## config.mk

```make
export PLATFORM = sky130hd
export DESIGN_NAME = deci_to_bin_encoder
export DESIGN_NICKNAME = d
export VERILOG_FILES = /design/src/rtl/deci_to_bin_encoder.sv
export SDC_FILE = /design/constraint.sdc
export NUM_CORES = 1
export LEC_CHECK = 0
export BUFFER_PORTS_ARGS = -buffer_cell sky130_fd_sc_hd__buf_2
export CORE_AREA = 2 2 43 53
export DETAILED_ROUTE_END_ITERATION = 6
export DIE_AREA = 0 0 45 55
export GPL_TIMING_DRIVEN = 0
export PLACE_DENSITY = 0.69
export SLEW_MARGIN = 20
export SYNTH_ARGS = -nofsm -noshare
export SYNTH_HDL_FRONTEND = slang
export SYNTH_SLANG_ARGS = --single-unit
```

## constraint.sdc

```tcl
create_clock -name clk -period 2.3 [get_ports clk]
set_input_delay 0.46 -clock clk [delete_from_list [all_inputs] [get_ports clk]]
set_output_delay 0.46 -clock clk [all_outputs]
set_load 0.005 [all_outputs]
```

## src/rtl/deci_to_bin_encoder.sv

```systemverilog
// Registered 10-line decimal to 4-bit BCD encoder with legality flags and a
// saturating count of illegal samples. PRIORITY selects one-hot or highest-bit decode.
module deci_to_bin_encoder #(
    parameter int PRIORITY = 0
) (
    input  logic       clk,
    input  logic       rst,
    input  logic       en,
    input  logic [9:0] D,
    output logic [3:0] Y,
    output logic       valid,
    output logic       err,
    output logic [7:0] err_cnt
);

    // Index of the most significant asserted line; 0 when no line is set.
    function automatic logic [3:0] highest_index(input logic [9:0] d);
        logic [3:0] idx;
        idx = 4'd0;
        for (int i = 0; i < 10; i++) begin
            if (d[i]) begin
                idx = 4'(i);
            end else begin
                idx = idx;
            end
        end
        return idx;
    endfunction

    // Exactly one line set: clearing the lowest set bit leaves nothing.
    function automatic logic is_one_hot(input logic [9:0] d);
        return (d != 10'd0) && ((d & (d - 10'd1)) == 10'd0);
    endfunction

    localparam logic PRIO_EN = (PRIORITY != 32'sd0);

    logic [3:0] code_s;
    logic       valid_s;
    logic       err_s;

    logic [3:0] y_r;
    logic       valid_r;
    logic       err_r;
    logic [7:0] err_cnt_r;

    // Classify the current sample and pick its code.
    always_comb begin
        code_s  = 4'd0;
        valid_s = 1'b0;
        err_s   = 1'b0;
        if (D == 10'd0) begin
            err_s = 1'b1;
        end else if (is_one_hot(D) || PRIO_EN) begin
            code_s  = highest_index(D);
            valid_s = 1'b1;
        end else begin
            err_s = 1'b1;
        end
    end

    // Output and error-counter registers; reset wins over enable.
    always_ff @(posedge clk) begin
        if (rst) begin
            y_r       <= 4'd0;
            valid_r   <= 1'b0;
            err_r     <= 1'b0;
            err_cnt_r <= 8'd0;
        end else if (en) begin
            y_r     <= code_s;
            valid_r <= valid_s;
            err_r   <= err_s;
            if (err_s && (err_cnt_r != 8'd255)) begin
                err_cnt_r <= err_cnt_r + 8'd1;
            end else begin
                err_cnt_r <= err_cnt_r;
            end
        end else begin
            y_r       <= y_r;
            valid_r   <= valid_r;
            err_r     <= err_r;
            err_cnt_r <= err_cnt_r;
        end
    end

    assign Y       = y_r;
    assign valid   = valid_r;
    assign err     = err_r;
    assign err_cnt = err_cnt_r;

endmodule

```

* Word level (Yosys, flattened, before mapping)
Cells that the tools add are included.
** Operators by class
- Equality and inequality tests :: 1
- Reduce and logical (&&, ||, !) cells :: 6
- Bitwise logic cells :: 1
- Add/subtract/negate cells :: 2
- Muxes and demuxes :: 15
** Operators with widths (count)
- $mux 4 :: 10
- $logic_not 10->1 :: 2
- $and 10x10->10 :: 1
- $reduce_bool 10->1 :: 1
- $sub 10x1->10 const B :: 1
- $add 8x1->8 const B :: 1
- $ne 8x8->1 const B :: 1
- $mux 1 :: 5
- $logic_and 1x1->1 :: 2
- $reduce_and 2->1 :: 1
** Storage, ports and cells
- Flip-flop bits (word level) :: 14
- Word-level logic and storage cells :: 29
- Bits of input ports :: 13
- Output and inout port bits :: 14

* Longest topological paths before layout
Gate-level depths: netlist (run 1).
- Depth in word-level cells :: 11
- Depth in mapped cells :: 6

* Worst setup path after synthesis (run 1)
No wires, ideal clock.
- Path type :: input to register
- Start point :: input port D[4]
- End point :: register err_cnt_r[4] (netlist: err_cnt[4])
- Slack :: 0.362 ns
- Library setup time :: 0.123 ns
- Cell stages on the path :: 6
- Arrival :: 1.814 ns
- Path through :: maj3_1 o21a_1 a211oi_4 a21oi_1 nand3_1 mux2_1
** On the way
- Longest elaborated chain between the ends :: 8
- Elaborated cells between the ends (all ways) :: 10
- Those cells by class :: add/sub: 1; mux: 2; bitwise: 1; reduce/logical: 6
** Ends and longest elaborated chain
- start, declared :: line 9 : input logic [9:0] D,
- $sub 10x1->10 :: line 32 : return (d != 10'd0) && ((d & (d - 10'd1)) == 10'd0);
- $and 10x10->10 :: line 32
- $logic_not 10->1 :: line 32
- $logic_and 1x1->1 :: line 32
- $mux 1 :: line 53 : end else if (is_one_hot(D) || PRIO_EN) begin
- $mux 1 * :: line 51 : if (D == 10'd0) begin
- $logic_and 1x1->1 * :: line 72 : if (err_s && (err_cnt_r != 8'd255)) begin
- $reduce_and 2->1 (no line) *
- end signal, assigned :: line 73 : err_cnt_r <= err_cnt_r + 8'd1;
- end signal, assigned :: line 75 : err_cnt_r <= err_cnt_r;
- end signal, assigned :: line 81 : err_cnt_r <= err_cnt_r;
- end, declared :: line 44 : logic [7:0] err_cnt_r;
Mark *: on every way between the ends. The rest lies on a longest branch, timed or not.
A chain may end at the register's enable or synchronous reset.

* Worst setup path after layout (run 1)
- Start point :: input port D[0]
- End point :: register err_cnt_r[4] (netlist: err_cnt[4])
The elaborated chain is that of the path after synthesis.

==> results.md, run 1 <==
* Register area share after synthesis at between 30% and 40%
* Iter 0 DRT Violations at 12
* Full die area at about 0.0025 mm²
* Clock latency on the worst-skew pair at between 0.2 and 0.3 ns
* WL final at 1860 µm
* Worst Hold Depth at 2
* Final non-filler cell area at between 0.001 and 0.0015 mm²
* Die W at ~45 µm
* Crit path buf inv count at 1
* DRT Pass-1 Iters at 4
* Final setup violation count at 0
* Synth Area in Compound Gates at 18.8%
* Slowest stage delay, CP at around 0.40 ns
* Via density per instance at around 5.6
* Row count at 18
* Max Freq at a little over 500 MHz
* Fin crit share at between 80% and 90%
* Data arrival, critical path at roughly 2.1 ns
* Placed cell count at roughly 140
* Syn Std Cell Area at 837 µm²
* Gates resized, CTS repair at 0
* Pleak at about 0.44 nW
* Final #Nets at 141
* Yosys Warn Count at 0
* Largest net degree at the start of global routing at 11
* R2R cell count at 6
* Global route total overflow at 0
* RSZ-0062 raised after global routing: false
* Largest fanout on the critical path at 6
* Syn Nets at between 100 and 150
* Io pins at 27
* Final Non-Filler Cells at 145
* Min Hold Slack at approximately 0.47 ns
* Ys async rst share at 0%
* Layout cell share with drive strength beyond 1 at 28.8%
* Number of global-route vias before repair at 697
* Required @ worst endpoint at about 2.5 ns
* Worst slew pin tran at 0.452 ns
* Worst setup EP type: flop
* Clock-pin slew on the worst setup and hold paths at approximately 0.070 ns
* Synth Instances at 97
* Slowest cell on crit path: a211oi_4
* Crit-path cells: buf_2 -> nor4_2 -> nand3_1 -> a211oi_4 -> a21oi_1 -> nand3_1 -> mux2_1
* Setup bufs post-CTS at 0
* CTS tree: built
* Adder-cell share of the synthesized area at 2.69%
* Root buf cell: clkbuf_4
* Cell mode on critical path: nand3_1
* Dpl hpwl at between 1000 and 1500 µm
* Max-slew violations at 0
* CTS Hold Bufs at 0
* H-Tree Depth at 1
* Pwr dens at roughly 460 mW/mm²
* HP Class: flop to flop
* Count of final hold-check violations at 0
* Xor/xnor share of the synthesized area at 3.14%
* Synth Flop Type: dfxtp_1
* Initial antenna violation count at 0
* Setup Total Neg Slack at 0 ns
* Diodes inserted at 0
* FILL cells at 206
* Gpl congestion at roughly 0.8
* Main combinational cell family by area after synthesis: simple AND/OR/NAND/NOR gates
* Post-Place Cell Area at 987 µm²
* Avg Cell Area, Syn at around 8.6 µm²
* Wire length per cell at 12.8 µm
* Rel. slew slack at about 70%
* Layout area overhead at 20.6%
* Top Family by Delay on Critical Path: simple AND/OR/NAND/NOR gates
* Initial Util at 42.2%
* GRT Overall Usage at 17.1%
* Remaining DRCs at 0
* Multiplexer share of the synthesized area at about 6.4%
* Total CTS buffers at 3
* Synthesis-stage register bit count at 14
* Netlist cell types at 39
* Core area at 0.00198 mm²
* Worst setup path class: input pin to flop
* Peak supply drop at ~0.25 mV
* First-pass GRT wire length at 3010 µm
* Total number of vias at 812
* Number of synthesized flops with an enable pin at 0
* Run status: completed
* Post-layout min period at just under 2 ns
* Die Ht at between 50 and 60 µm
* Post-layout util at about 50%
* Startpoint Class: input pin
* Clock skew at 0.00327 ns
* Crit path depth at 7
* I/O Buffers at 25
* Clock Path Buffers at 2
* CTS Sinks at 14
* Routed Antenna Nets at 0
* Max Cap Viol at 0
* Fraction of the mapped netlist area in simple logic gates at approximately 33%
-- report_power, final --
group          internal, mW  switching [mW]
clock network        0.0608          0.0743
registers             0.247         0.00675
logic                0.0305          0.0426
total                 0.339           0.124
-- final timing paths --
| check | start | end | slack (ns) |
|---|---|---|---|
| worst max-delay path | D[0] | err_cnt[4]$_SDFFE_PP0P_ | 0.34 |
| worst min-delay path | Y[0]$_SDFFE_PP0P_ | Y[0]$_SDFFE_PP0P_ | 0.47 |
| worst max register to register | err_cnt[0]$_SDFFE_PP0P_ | err_cnt[3]$_SDFFE_PP0P_ | 0.65 |
| worst min register to register | Y[0]$_SDFFE_PP0P_ | Y[0]$_SDFFE_PP0P_ | 0.47 |
-- cell families after synthesis --
kind of cell / Yosys count
AO/OA/AOI/OAI: 19
XOR/XNOR: 3
adder cells (fa/ha/maj): 2
buffers and inverters: 5
flip-flops: 14
multiplexers: 5
AND/OR/NAND/NOR: 49
-- cell usage after synthesis (3+ instances only) --
master | number | area [µm²]
dfxtp_1 | 14 | 280
nor2_1 | 12 | 45.0
a21oi_1 | 6 | 30.0
nand3_1 | 6 | 30.0
nor2b_1 | 5 | 31.3
nand2b_1 | 4 | 25.0
nor3_1 | 4 | 20.0
mux2_1 | 3 | 33.8
nand2_1 | 3 | 11.3
nand4_1 | 3 | 18.8
-- cell usage in the layout (no fill, tap or decap), types with 2 or more instances in the layout --
cell type | netlist | layout
a211oi_1 | 2 | 2
a21oi_1 | 6 | 6
a31oi_1 | 2 | 2
and3_1 | 2 | 2
buf_2 | 1 | 26
clkbuf_4 | 0 | 3
dfxtp_1 | 14 | 14
inv_1 | 2 | 2
mux2_1 | 3 | 3
mux2i_1 | 2 | 2
nand2_1 | 3 | 3
nand2b_1 | 4 | 4
nand3_1 | 6 | 6
nand4_1 | 3 | 3
nor2_1 | 12 | 12
nor2b_1 | 5 | 5
nor3_1 | 4 | 4
nor4_1 | 2 | 2
nor4_2 | 2 | 2
xnor2_1 | 2 | 2
-- metal layers --
metal,track usage (%),wire [µm]
met3,1.30,78
met2,30.2,934
met5,0,0
met4,11.8,62
met1,19.3,781
-- state kept, by name (all words and copies together) (netlist names) --
| register | count |
|---|---|
| err_cnt | 8 |
| valid | 1 |
| err | 1 |
| Y | 4 |
-- worst register-to-register path, stage by stage (launching register included) --
cell and delay [ns]:
dfxtp_1 0.37, ha_1 0.25, nand4_1 0.13, nand2_1 0.10, a21oi_4 0.23, nand4_1 0.15
mux2_1 0.32
-- final cells by class --
class / count / area, µm² / area share [%]
Buffer: 3 / 12.5 / 1.24
Clock buffer: 3 / 22.5 / 2.23
Inverter: 2 / 7.51 / 0.743
Multi-Input combinational cell: 78 / 537 / 53.2
Sequential cell: 14 / 280 / 27.8
Tap cell: 20 / 25.0 / 2.48
Timing Repair Buffer: 25 / 125 / 12.4
-- per-stage QoR --
step                      total power [mW]  setup WS [ns]
after detailed placement             0.333         0.0316
after floorplan                      0.299          0.362
after global routing                 0.489          0.194
after global placement               0.330         0.0875
final                                0.462          0.335
after CTS                            0.470          0.331
(Power assumes the default switching activity.)
==> run 2: changes to the inputs <==
--- a/config.mk
+++ b/config.mk
@@ -11,6 +11,7 @@
 export DIE_AREA = 0 0 45 55
 export GPL_TIMING_DRIVEN = 0
 export PLACE_DENSITY = 0.69
+export RECOVER_POWER = 50
 export SLEW_MARGIN = 20
 export SYNTH_ARGS = -nofsm -noshare
 export SYNTH_HDL_FRONTEND = slang
==> results.md, run 2 (same netlist as run 1, synthesis figures left out) <==
* DRT Pass-1 Iters at 5
* Setup bufs post-CTS at 0
* Max reg flops at 8
* FILL cells at 208
* Largest net degree at the start of global routing at 11
* Count of final hold-check violations at 0
* Crit-path cells: buf_2 -> nor4_2 -> nand3_1 -> a211oi_4 -> a21oi_1 -> nand3_1 -> mux2_1
* Max Freq at 507 MHz
* Clock skew at ~0.0030 ns
* Post-layout min period at between 1.5 and 2 ns
* Slowest cell on crit path: a211oi_4
* Diodes inserted at 0
* Most frequent cells in the layout: 22 x buf_2, 14 x dfxtp_1, 12 x nor2_1
* Final setup violation count at 0
* Post-Place Cell Area at about 990 µm²
* Layout area overhead at 20.0%
* Worst setup path class: input pin to flop
* Worst slew pin tran at between 0.4 and 0.5 ns
* Combinational power share at 15.8%
* Row count at 18
* Full die area at 0.00248 mm²
* Sw frac at 26.5%
* Max-slew violations at 0
* First-pass GRT wire length at 3010 µm
* Cell mode on critical path: nand3_1
* Placed cell count at about 140
* Clock Path Buffers at 2
* CTS Sinks at 14
* Die W at between 40 and 50 µm
* Initial antenna violation count at 0
* Startpoint Class: input pin
* Worst setup EP type: flop
* RSZ-0062 raised after global routing: false
* HP Class: flop to flop
* Sequential share of power at between 50% and 60%
* Sw Pwr at ~0.12 mW
* CTS Hold Bufs at 0
* Multi-input gate area at 537 µm²
* Final non-filler cell area at 0.00100 mm²
* Max Cap Viol at 0
* Core area at a little under 0.002 mm²
* Worst setup margin at ~0.33 ns
* Total CTS buffers at 3
* Min Hold Slack at between 0.4 and 0.5 ns
* Number of global-route vias before repair at about 700
* Worst r2r dst: err_cnt[3]$_SDFFE_PP0P_
* Slowest stage delay, CP at 0.40 ns
* Fin crit share at a little under nine tenths
* Root buf cell: clkbuf_4
* Pleak at approximately 0.42 nW
* Wire length per cell at ~13 µm
* Iter 0 DRT Violations at 12
* FF-to-FF setup slack at approximately 0.65 ns
* P_int at approximately 0.34 mW
* Gates resized, CTS repair at 0
* Worst Hold Depth at 2
* Pre-CTS setup slack at 0.0316 ns
* Die Ht at between 50 and 60 µm
* Worst Hold Launch: Y[0]$_SDFFE_PP0P_
* Clock-pin slew on the worst setup and hold paths at roughly 0.07 ns
* Io pins at 27
* GRT Overall Usage at between 10% and 20%
* R2R cell count at 6
* Final Non-Filler Cells at 145
* Worst R2R Start: err_cnt[0]$_SDFFE_PP0P_
* WL final at between 1500 and 2000 µm
* I/O Buffers at 25
* Largest fanout on the critical path at 6
* Remaining DRCs at 0
* FF/Latch Area at between 200 and 300 µm²
* Via density per instance at ~5.6
* Dpl hpwl at between 1000 and 1500 µm
* Initial Util at 42.2%
* Total number of vias at between 800 and 900
* Gpl congestion at 0.793
* Final #Nets at 141
* Clock latency on the worst-skew pair at between 0.2 and 0.3 ns
* Rel. slew slack at between 70 and 80%
* Layout cell share with drive strength beyond 1 at 25.6%
* Pwr dens at between 400 and 500 mW/mm²
* Setup Total Neg Slack at 0 ns
* Data arrival, critical path at between 2 and 2.5 ns
* Peak supply drop at between 0.2 and 0.25 mV
* Worst Hold End: Y[0]$_SDFFE_PP0P_
* Run status: completed
* H-Tree Depth at 1
* CTS tree: built
* Routed Antenna Nets at 0
* Clock network fraction of total power at 29.0%
* Global route total overflow at 0
* Commonest non-fill, non-tap cell in the layout: buf_2
* Required @ worst endpoint at between 2 and 2.5 ns
==> run 2: cell types whose count changed in the layout (fill, tap and decap cells not counted) <==
cell / previous run / this run
buf_2: 26 / 22
clkbuf_1: 1 / 5
==> run 2: power groups by stage <==
stage / logic [mW] / registers (mW) / clock network [mW]
after floorplan: 0.0393 / 0.259 / 0
after global placement: 0.0707 / 0.260 / 0
after detailed placement: 0.0732 / 0.260 / 0
after CTS: 0.0736 / 0.254 / 0.143
after global routing: 0.0815 / 0.255 / 0.152
final: 0.0728 / 0.254 / 0.133
==> run 2: layout make-up <==
type	count	share of cell area, %
Buffer	3	1.25
Timing Repair Buffer	25	12.0
Multi-Input combinational cell	78	53.4
Clock buffer	3	2.24
Inverter	2	0.747
Sequential cell	14	27.9
Tap cell	20	2.49
==> run 2: worst max-delay path by stage <==
| stage | slack [ns] | depth (start not counted) | start | to |
|---|---|---|---|---|
| final | 0.33 | 7 | D[0] | err_cnt[4]$_SDFFE_PP0P_ |
| after global routing | 0.19 | 7 | D[0] | err_cnt[4]$_SDFFE_PP0P_ |
| after CTS | 0.33 | 7 | D[0] | err_cnt[4]$_SDFFE_PP0P_ |
| after detailed placement | 0.03 | 7 | D[0] | err_cnt[4]$_SDFFE_PP0P_ |
| after global placement | 0.09 | 7 | D[0] | err_cnt[4]$_SDFFE_PP0P_ |
| after floorplan | 0.36 | 6 | D[4] | err_cnt[4]$_SDFFE_PP0P_ |
==> run 2: through the flow <==
| step | total power [mW] | util (%) |
|---|---|---|
| floorplan | 0.299 | - |
| global placement | 0.330 | 49.8 |
| detailed placement | 0.333 | 49.8 |
| CTS | 0.470 | 50.9 |
| global route | 0.488 | 50.7 |
| finish | 0.460 | 50.7 |
==> run 2: per-layer routing <==
metal | up-vias | GRT usage (%) | share of wire (%)
met5 | - | 0 | 0
met4 | 0 | 11.8 | 2.5
met3 | 4 | 1.30 | 4.2
met2 | 23 | 30.2 | 51
met1 | 371 | 19.3 | 42
li1 | 417 | - | -
==> run 2: worst max-delay path: cells and delay by family <==
| kind | cells | cell delay [ns] |
|---|---|---|
| buffers and inverters | 1 | 0.12 |
| AO/OA/AOI/OAI | 2 | 0.57 |
| multiplexers | 1 | 0.31 |
| AND/OR/NAND/NOR | 3 | 0.66 |
